**config.mk**
```make
export PLATFORM = sky130hd
export DESIGN_NAME = seq_detector_param
export DESIGN_NICKNAME = d
export VERILOG_FILES = /design/src/rtl/seq_detector_param.sv
export SDC_FILE = /design/constraint.sdc
export NUM_CORES = 1
export LEC_CHECK = 0
export CORE_ASPECT_RATIO = 0.7
export CORE_MARGIN = 4
export CORE_UTILIZATION = 45
export DETAILED_ROUTE_END_ITERATION = 10
export PLACE_DENSITY_LB_ADDON = 0.25
export SLEW_MARGIN = 20
export SYNTH_ARGS = -nofsm -noshare
export SYNTH_HDL_FRONTEND = slang
export SYNTH_SLANG_ARGS = --single-unit
```
**constraint.sdc**
```tcl
create_clock -name clk -period 3 [get_ports clk]
set_clock_uncertainty 0.1 [all_clocks]
set_input_delay 0.6 -clock clk [delete_from_list [all_inputs] [get_ports clk]]
set_output_delay 0.6 -clock clk [all_outputs]
set_load 0.02 [all_outputs]
```
**src/rtl/seq_detector_param.sv**
```systemverilog
// Runtime-configurable Mealy serial-pattern detector with overlap control,
// input-valid qualifier, registered match copy and saturating match counter.
module seq_detector_param #(
  parameter int                 MAX_LEN     = 8,
  parameter int                 CNT_W       = 8,
  parameter logic [MAX_LEN-1:0] DEFAULT_PAT = MAX_LEN'(8'b0000_1001),
  parameter int                 DEFAULT_LEN = 4,
  parameter logic               DEFAULT_OVL = 1'b0
) (
  input  logic                         clk,
  input  logic                         rst,
  input  logic                         en,
  input  logic                         x,
  input  logic                         cfg_load,
  input  logic [MAX_LEN-1:0]           cfg_pat,
  input  logic [$clog2(MAX_LEN+1)-1:0] cfg_len,
  input  logic                         cfg_ovl,
  input  logic                         cnt_clr,
  output logic                         z,
  output logic                         z_q,
  output logic [CNT_W-1:0]             match_cnt
);

  localparam int               LW        = $clog2(MAX_LEN + 1);
  localparam logic [LW-1:0]    MAX_LEN_L = LW'(MAX_LEN);
  localparam logic [CNT_W-1:0] CNT_MAX   = {CNT_W{1'b1}};

  // The oldest history bit can never reach a window of at most MAX_LEN bits,
  // so only MAX_LEN-1 bits are stored.
  logic [MAX_LEN-2:0] hist_r;
  logic [LW-1:0]      fill_r;
  logic [MAX_LEN-1:0] pat_r;
  logic [LW-1:0]      len_r;
  logic               ovl_r;
  logic               z_q_r;
  logic [CNT_W-1:0]   cnt_r;

  logic [MAX_LEN-1:0] window_s;
  logic [MAX_LEN-1:0] mask_s;
  logic               len_ok_s;
  logic               z_s;

  function automatic logic [LW-1:0] clamp_len(input logic [LW-1:0] l);
    if (l == {LW{1'b0}}) begin
      return LW'(1'b1);
    end else if (l > MAX_LEN_L) begin
      return MAX_LEN_L;
    end else begin
      return l;
    end
  endfunction

  // Window of the newest len_r bits and the zero-latency match decision.
  always_comb begin
    window_s = {hist_r, x};
    mask_s   = {MAX_LEN{1'b0}};
    for (int i = 0; i < MAX_LEN; i++) begin
      mask_s[i] = (LW'(i) < len_r);
    end
    len_ok_s = (({1'b0, fill_r} + (LW + 1)'(1'b1)) >= {1'b0, len_r});
    z_s      = rst & en & ~cfg_load & len_ok_s &
               ((window_s & mask_s) == (pat_r & mask_s));
  end

  // Configuration latch, shift history and valid-bit fill level.
  always_ff @(posedge clk or negedge rst) begin
    if (!rst) begin
      hist_r <= {(MAX_LEN-1){1'b0}};
      fill_r <= {LW{1'b0}};
      pat_r  <= DEFAULT_PAT;
      len_r  <= LW'(DEFAULT_LEN);
      ovl_r  <= DEFAULT_OVL;
    end else if (cfg_load) begin
      hist_r <= {(MAX_LEN-1){1'b0}};
      fill_r <= {LW{1'b0}};
      pat_r  <= cfg_pat;
      len_r  <= clamp_len(cfg_len);
      ovl_r  <= cfg_ovl;
    end else if (en) begin
      hist_r <= window_s[MAX_LEN-2:0];
      if (z_s && !ovl_r) begin
        fill_r <= {LW{1'b0}};
      end else if (fill_r != MAX_LEN_L) begin
        fill_r <= fill_r + LW'(1'b1);
      end else begin
        fill_r <= fill_r;
      end
    end else begin
      hist_r <= hist_r;
      fill_r <= fill_r;
    end
  end

  // Registered match copy and saturating match counter.
  always_ff @(posedge clk or negedge rst) begin
    if (!rst) begin
      z_q_r <= 1'b0;
      cnt_r <= {CNT_W{1'b0}};
    end else begin
      z_q_r <= z_s;
      if (cnt_clr) begin
        cnt_r <= {CNT_W{1'b0}};
      end else if (z_s && (cnt_r != CNT_MAX)) begin
        cnt_r <= cnt_r + CNT_W'(1'b1);
      end else begin
        cnt_r <= cnt_r;
      end
    end
  end

  assign z         = z_s;
  assign z_q       = z_q_r;
  assign match_cnt = cnt_r;

endmodule

```
==> metrics <==
Worst VDD drop=0.000254 V; Slew @ Worst Pin=0.541 ns; syn avg cell area=~10 sq um; Die X-Extent=roughly 86 um; deepest clock path buffer count=2; GRT Overall Usage=17.0%; Yosys Warn Count=0; Hold Vio Cnt, Final=0; # diodes=0; DRC errors left=0; core outline area=4040 sq um; # setup viols final=0; Filler cells=351; RSZ-0062 raised after global routing=false; Std-Cell Rows=19; PortBufs=28; Startpoint Class=input pin; CTS Root Cell=clkbuf_8; Arr. time, crit path=2.07 ns; Avg WL per Cell=15.4 um; setup TNS=0 ns; critical setup path kind=input pin to output port; Tcrit/Tclk final=roughly 92%; Critical R2R Launch=fill_r[0]$_DFFE_PN0P_; FF-to-FF path depth=8; CP cell instances=clkdlybuf4s50_1, and3b_1, o221a_1, nor4b_2, o21ai_0, nor2_1, clkbuf_2; Req. time, crit path=2.30 ns; hold depth=1; hold-fix buffer count after cts=0; CTS tree=built; most common cell after layout, fill and taps aside=dfrtp_1; largest net degree at the start of global routing=34; fin nets=243; Synth Net Count=213; Largest stage delay, worst path=0.45 ns; post-CTS setup buffers=0; Worst Hold Launch=ovl_r$_DFFE_PN0P_; number of H-tree levels=2; DP HPWL=3060 um; Cells after DPL=approximately 260; Net Sw Frac=25.2%; #FFs+latches synth=33; Sequential Power Share=44.8%; fin. max-slew vios=0; Int Power=822 uW; Sw Pwr=277 uW; crit end category=output port; initial antenna violation count=0; fmax=about 0.36 GHz; cts bufs inserted=5; Logic pwr share=16.2%; Post-Syn Instances=about 190; share of layout cells above drive strength 1=15.6%; Total Wirelength=4160 um; type of the worst min-delay path=register to register; Pre-antenna DRT Iters=4; Clk pwr share=39.0%; Distinct cells, synth=43; R2R Setup Slk=0.41 ns; Clock transition at path regs=~0.07 ns; most frequent cells in the layout=30 x dfrtp_1, 27 x clkdlybuf4s50_1, 22 x nor2_1; Tmin final=2.77 ns; area taken by multi-input logic gates=1030 sq um; Bufs and invs on worst path=2; post-route ant nets=0; Non-Filler Instances=270; Initial Util=a little under half; crit-path max FO=2; Worst slew margin=between 60 and 70%; Clk Latency, worst-skew pair=0.29 ns; cell family with most CP delay=buffers and inverters; Post-Syn Area=roughly 1900 sq um; Top Ports=29; FF/Latch Area=830 sq um; first-pass GRT wire length=~7300 um; leak pwr=1.00 nW; sequential area share after synthesis=42.9%; Worst path slowest cell=clkdlybuf4s50_1; GP Congestion=0.776; vias after detailed routing=1459; die height=62.9 um; vias in the first global route=about 1.5k; status=completed; RR Endpoint=fill_r[1]$_DFFE_PN0P_; Power Density=around 460 nW/um^2; clock sink count=33; layout overhead on the synthesized area=22.7%; vias per cell=5.40; Max Cap Viol=0; GRT Residual Overflow=0; Initial DRC Count=91; WHS Endpoint=ovl_r$_DFFE_PN0P_; Die Area=approximately 5400 sq um
==> worst max path at each step <==
stage	startpoint	end	slack (ns)	depth (start not counted)
2_1_floorplan	fill_r[0]$_DFFE_PN0P_	z	0.50	7
3_3_place_gp	en	z	-0.26	7
3_5_place_dp	en	z	-0.27	7
6_report	cfg_load	z	0.23	7
4_1_cts	en	z	0.02	7
5_1_grt	fill_r[0]$_DFFE_PN0P_	z	0.08	7
==> registers in the layout, summed over array words and instances (netlist names) <==
name       flops
fill_r         4
hist_r         7
pat_r          8
match_cnt      8
z_q            1
len_r          4
ovl_r          1
==> layer usage <==
metal,GRT usage (%),wire [um],vias to the layer above
met5,0,0,-
met4,5.84,48,0
met1,23.2,2000,701
met3,4.22,205,5
li1,-,-,720
met2,26.1,1910,33
==> metrics by stage <==
stage / setup slack [ns] / power (mW) / instance area, sq um / utilization, % / hold WS (ns)
finish: 0.234 / 1.10 / 2370 / 58.8 / 0.430
global route: 0.0754 / 1.16 / 2370 / 58.8 / 0.449
CTS: 0.0183 / 1.11 / 2370 / 58.7 / 0.437
detailed placement: -0.267 / 0.674 / 2260 / 55.9 / 0.414
global placement: -0.265 / 0.666 / 2260 / 55.9 / 0.408
floorplan: 0.499 / 0.613 / 1940 / - / 0.204
==> cell type report <==
class                   instances  share of cell area (%)
clock buffers                   7                    3.64
multi-input cells             138                    43.5
inverters                       7                    1.11
repair buffers                 32                    12.9
flip-flops and latches         33                    34.9
well taps                      52                    2.74
clock inverters                 1                    1.26
==> power groups by stage <==
stage          clock (mW)  combinational [mW]  sequential, mW
2_1_floorplan           0               0.121           0.493
3_3_place_gp            0               0.167           0.499
3_5_place_dp            0               0.174           0.500
4_1_cts             0.444               0.177           0.492
5_1_grt             0.467               0.196           0.496
6_report            0.429               0.178           0.493
==> synth_stat cells, drive strengths merged <==
cell type   n  area [sq um]
dfrtp      30           751
nor2       22          82.6
mux2       16           180
nand2       9          33.8
nor4        9          87.6
o21ai       9          45.0
mux2i       8          80.1
xnor2       8          70.1
ha          7          87.6
inv         7          26.3
nor2b       7          43.8
a21oi       5          25.0
buf         5          38.8
nand2b      5          31.3
nand3       5          25.0
clkbuf      4          15.0
dfstp       3          78.8
nand4       3          18.8
a31oi       2          12.5
and3        2          12.5
nand3b      2          15.0
nor4b       2          32.5
o21a        2          15.0
xor2        2          17.5
a2111o      1          11.3
a211oi      1          7.51
a21bo       1          10.0
a21boi      1          7.51
and2        1          6.26
and3b       1          8.76
nand4b      1          8.76
nor3        1          10.0
o221a       1          11.3
o22ai       1          6.26
o31ai       1          7.51
o32ai       1          8.76
or2         1          6.26
==> timing repair <==
action                                  CTS  global route
resized for setup                         2             2
endpoints found under the setup margin    1             1
endpoints found under the hold margin     0             0
==> cells by family (layout without fill, tap and decap cells) <==
logic type | count (synthesis) | after routing | share of synthesized area, %
mux | 24 | 24 | 13.4
fa+ha+maj | 7 | 7 | 4.52
simple gates | 71 | 71 | 21.8
flops | 33 | 33 | 42.9
compound gates | 26 | 26 | 8.66
buf+inv | 16 | 47 | 4.14
xor+xnor | 10 | 10 | 4.53
Note: power is estimated with default switching activity, not from simulation.
